File: src/rtl/bitty_control_unit.sv
// bitty_control_unit: multi-cycle sequencer for the Bitty core (load-S, ALU, write-back, branch, load/store).
// Define BITTY_LDST_EN to execute format-11 load/store; otherwise format 11 retires as a NOP.
module bitty_control_unit (
  input  logic        clk,
  input  logic        reset,
  input  logic        run,
  input  logic [15:0] instruction,
  input  logic        mem_ack,
  output logic [3:0]  mux_sel,
  output logic        en_s,
  output logic        en_c,
  output logic [2:0]  alu_sel,
  output logic [7:0]  en_reg,
  output logic        en_last,
  output logic        mem_req,
  output logic        mem_we,
  output logic        en_pc,
  output logic        done,
  output logic        busy
);
`ifdef BITTY_LDST_EN
  localparam logic ldst_en = 1'b1;
`else
  localparam logic ldst_en = 1'b0;
`endif
  typedef enum logic [2:0] {IDLE, LD_S, ALU, WB, BR, MEM_A, MEM_D, MEM_END} state_t;
  state_t state, next_state, out_state;
  logic [15:0] ir;
  logic [2:0] rx, ry;
  logic [7:0] rx_hot;
  logic unused_bits;
  assign rx = ir[15:13];
  assign ry = ir[12:10];
  assign rx_hot = 8'b1 << rx;
  assign unused_bits = ^{ir[9:5], ir[1]};
  // Outputs are forced idle while reset is asserted so no write or retire can escape.
  assign out_state = reset ? IDLE : state;
  always_ff @(posedge clk) begin
    if (reset) begin
      state <= IDLE;
      ir <= 16'h0000;
    end else begin
      state <= next_state;
      if (state == IDLE && run) ir <= instruction;
    end
  end
  always_comb begin
    next_state = state;
    mux_sel = 4'd0;
    en_s = 1'b0;
    en_c = 1'b0;
    alu_sel = 3'd0;
    en_reg = 8'd0;
    en_last = 1'b0;
    mem_req = 1'b0;
    mem_we = 1'b0;
    en_pc = 1'b0;
    done = 1'b0;
    busy = out_state != IDLE;
    case (out_state)
      IDLE: if (run) next_state = !instruction[1] ? LD_S : (instruction[0] && ldst_en) ? MEM_A : BR;
      LD_S: begin
        mux_sel = {1'b0, rx};
        en_s = 1'b1;
        next_state = ALU;
      end
      ALU: begin
        mux_sel = ir[0] ? 4'd8 : {1'b0, ry};
        en_c = 1'b1;
        alu_sel = ir[4:2];
        next_state = WB;
      end
      WB: begin
        mux_sel = 4'd10;
        en_reg = rx_hot;
        en_last = 1'b1;
        done = 1'b1;
        en_pc = 1'b1;
        next_state = IDLE;
      end
      MEM_A: begin
        mux_sel = {1'b0, ry};
        en_s = 1'b1;
        next_state = MEM_D;
      end
      MEM_D: begin
        mem_req = ldst_en;
        mem_we = ldst_en & ir[2];
        mux_sel = ir[2] ? {1'b0, rx} : 4'd9;
        en_reg = (!ir[2] && mem_ack) ? rx_hot : 8'd0;
        next_state = mem_ack ? MEM_END : MEM_D;
      end
      BR, MEM_END: begin
        done = 1'b1;
        en_pc = 1'b1;
        next_state = IDLE;
      end
      default: next_state = IDLE;
    endcase
  end
endmodule

File: config.mk
export PLATFORM = sky130hd
export DESIGN_NAME = bitty_control_unit
export DESIGN_NICKNAME = d
export VERILOG_FILES = /design/src/rtl/bitty_control_unit.sv
export SDC_FILE = /design/constraint.sdc
export NUM_CORES = 1
export LEC_CHECK = 0
export CAP_MARGIN = 25
export CORE_ASPECT_RATIO = 1.1
export CORE_UTILIZATION = 43
export DETAILED_ROUTE_END_ITERATION = 7
export GPL_ROUTABILITY_DRIVEN = 0
export PLACE_DENSITY = 0.84
export SETUP_SLACK_MARGIN = 0.15
export SLEW_MARGIN = 0
export SYNTH_ARGS = -nofsm -noshare
export SYNTH_HDL_FRONTEND = slang
export SYNTH_SLANG_ARGS = --single-unit
export TNS_END_PERCENT = 100
File: constraint.sdc
create_clock -name clk -period 4.73 [get_ports clk]
set_input_delay 0.7095 -clock clk [delete_from_list [all_inputs] [get_ports clk]]
set_output_delay 0.7095 -clock clk [all_outputs]
set_load 0.005 [all_outputs]
==> key figures <==
Setup path
  – Largest fanout on the critical path: 10
  – Reg2Reg Setup Slack: 2820 ps
  – Class of the most critical setup path: input port to output port
  – RR Endpoint: state[0]
  – Critical Path Sink Type: output port
  – Critical Path Start Type: input port
  – Worst path required time: 4020 ps
  – Reg2reg start: state[0]
  – CP arrival: 3320 ps
  – Worst reg-to-reg path cell count: 5

Drt
  – Met2 WL: 1030 µm
  – Post-route ant nets: 0
  – Top sig layer: met4
  – Met3 routed WL: 58 µm
  – Drt drc: 0
  – Via/cell ratio: 5.03
  – Pre-antenna DRT Iters: 4
  – Via count: 926
  – Iteration-0 DRC Markers: 15
  – WL/cell: 11.5 µm
  – WL final: 2120 µm
  – Post-Route M1 WL: 1000 µm

Place
  – HPWL Detailed: 1660 µm
  – Placed insts: 180
  – I/O Buffers: 35

Min path
  – Min-Delay Endpoint: ir[4]
  – Worst hold start: ir[4]
  – Min-delay worst type: register to register
  – Hold path cells: 2

CTS
  – Hold-fix buffers, CTS: 0
  – CTS H-tree depth: 1
  – CTS Buffer Depth: 2
  – CTS sink cnt: 13
  – # resized after CTS: 0
  – Worst-skew pair later-pin latency: 270 ps
  – CTS tree: done
  – Setup Buffers After CTS: 0
  – Root Buffer: clkbuf_4
  – Total CTS buffers: 3
  – Clock slew at reported path FFs: 70 ps

Timing
  – Final setup viols: 0
  – Fin Setup TNS: 0 ps
  – Fmax achieved: 248 MHz
  – Final Hold Vio Count: 0
  – Crit path time final: 4030 ps
  – Tcrit/Tclk final: 0.853
  – Clock skew: 0.988 ps
  – RSZ-0062 raised after global routing: false
  – Slew Limit Headroom: 0.654
  – Worst hold slack: 463 ps
  – Measured slew at the worst slew-check pin: 517 ps
  – Final max-slew violation count: 0

Final layout
  – Area grow syn2layout: 41.0%
  – Post-route insts no fill: 184
  – Ant diodes: 0
  – Final core occ: 0.644
  – Fillers: 190
  – Layout cells sized above 1: 0.0577
  – Final nets: 182

Power
  – Leak Pwr: 0.520 nW
  – Psw: 0.0782 mW
  – Reg power frac: 0.483
  – Internal power: 0.190 mW
  – Power per Cell Area: 208 nW/µm²
  – Max VDD drop: 0.191 mV
  – Switching share of power: 0.292
  – Final Power: 0.268 mW
  – Power share of the clock group: 0.245
  – Combinational Power Share: 0.272

Floorplan
  – Starting density of the core: 0.457
  – DIE WIDTH: 45.9 µm
  – Die Y: 50.3 µm
  – Core Area: 2000 µm²
  – Io pins: 43
  – FP Rows: 17
  – Die area: 2310 µm²

Synth
  – Area of the mapped netlist: 913 µm²
  – Mean area per synthesized cell: 7.43 µm²
  – Count of state elements after synthesis: 13
  – Synth warnings: 0
  – Post-synthesis sequential area ratio: 0.285
  – Post-Synthesis Cells: 123
  – Yosys cell types: 32

GRT
  – First-pass GRT wire length: 3640 µm
  – Vias in the first global route: 868
  – Initial antenna violation count: 0
  – Total track usage: 0.212
  – Grt ovf: 0
  – Largest net degree at the start of global routing: 16

Job
  – Max-cap viol count: 0

Run status
  – Status: completed
-- critical path, cell delays in order --
cell             delay [ps]
clkdlybuf4s50_1         420
inv_1                   150
nand2_1                 150
inv_1                   120
ha_1                    380
nand3b_1                220
a2bb2oi_1               200
nand2b_1                210
a211oi_1                220
clkdlybuf4s50_1         540
-- stage by stage --
stage / cell area, µm² / setup WS (ps)
final: 1290 / 697
after CTS: 1290 / 691
after detailed placement: 1260 / 676
after floorplan: 917 / 1980
after global routing: 1290 / 493
after global placement: 1260 / 773
-- power groups by stage --
stage	logic [mW]	clock network, mW	registers [mW]
finish	0.0728	0.0656	0.129
global route	0.0815	0.0727	0.131
CTS	0.0730	0.0676	0.129
detailed placement	0.0729	0	0.132
global placement	0.0711	0	0.131
floorplan	0.0474	0	0.129
-- worst max-delay path by stage --
stage / end / depth (start not counted) / slack (ps) / from
floorplan: en_reg[6] / 9 / 1980 / reset
global placement: en_reg[6] / 10 / 770 / reset
detailed placement: en_reg[6] / 10 / 680 / reset
CTS: en_reg[6] / 10 / 690 / reset
global route: en_reg[6] / 10 / 490 / reset
finish: en_reg[6] / 10 / 700 / reset
-- kinds of logic after synthesis --
group                    after synthesis  share of synthesized area
AND/OR/NAND/NOR                       59                      0.318
adder cells (fa/ha/maj)                5                     0.0685
multiplexers                           2                     0.0288
buffers and inverters                 14                     0.0781
AO/OA/AOI/OAI                         29                      0.218
flip-flops                            13                      0.285
other                                  1                    0.00411
-- final cells by class --
type / instances / area [µm²] / area share
multi-input combinational: 97 / 586 / 0.455
timing repair buffer: 36 / 358 / 0.278
clock buffer: 4 / 26.3 / 0.0204
inverter: 6 / 22.5 / 0.0175
sequential: 13 / 260 / 0.202
tap: 28 / 35.0 / 0.0272
-- Yosys cell counts --
| cell | number | area [µm²] |
|---|---|---|
| ha_1 | 5 | 62.6 |
| inv_1 | 6 | 22.5 |
| clkbuf_1 | 1 | 3.75 |
| a2bb2oi_1 | 1 | 8.76 |
| mux2_1 | 1 | 11.3 |
| nor2_1 | 8 | 30.0 |
| conb_1 | 1 | 3.75 |
| dfxtp_1 | 13 | 260 |
| and3_1 | 3 | 18.8 |
| nand3b_1 | 1 | 7.51 |
| nand2b_1 | 7 | 43.8 |
| nor3_1 | 3 | 15.0 |
| a221oi_4 | 1 | 26.3 |
| a21oi_2 | 1 | 8.76 |
| nand2b_2 | 1 | 8.76 |
| mux2_4 | 1 | 15.0 |
| o21ai_0 | 1 | 5.00 |
| o2bb2ai_1 | 1 | 8.76 |
| buf_4 | 4 | 30.0 |
| nor2b_1 | 1 | 6.26 |
| a21oi_1 | 14 | 70.1 |
| a211oi_1 | 3 | 22.5 |
| o211ai_1 | 1 | 7.51 |
| a22o_1 | 1 | 8.76 |
| a221o_1 | 1 | 10.0 |
| nand2_1 | 32 | 120 |
| nor4b_4 | 1 | 23.8 |
| buf_2 | 3 | 15.0 |
| o21ai_1 | 3 | 15.0 |
| or2_1 | 1 | 6.26 |
| a21o_1 | 1 | 7.51 |
| or4b_1 | 1 | 10.0 |
-- per-layer routing --
layer | up-vias | GRT usage
met5 | - | 0
met4 | 0 | 0.103
met3 | 4 | 0.0108
met2 | 21 | 0.343
met1 | 422 | 0.278
li1 | 479 | -
-- state kept, by name (all words and copies together) (netlist names) --
register and count:
ir 10, state 3
-- cell usage in the layout, fill, tap and decap left out, types with 2 or more instances in the layout --
master           instances
clkbuf_4                 3
dfxtp_1                 13
clkdlybuf4s50_1         35
nand2b_1                 7
nor3_1                   3
nor2_1                   8
and3_1                   3
a21oi_1                 14
nand2_1                 32
conb_1                   2
inv_1                    6
o21ai_1                  3
ha_1                     5
a211oi_1                 3
Note: power is estimated with default switching activity, not from simulation.
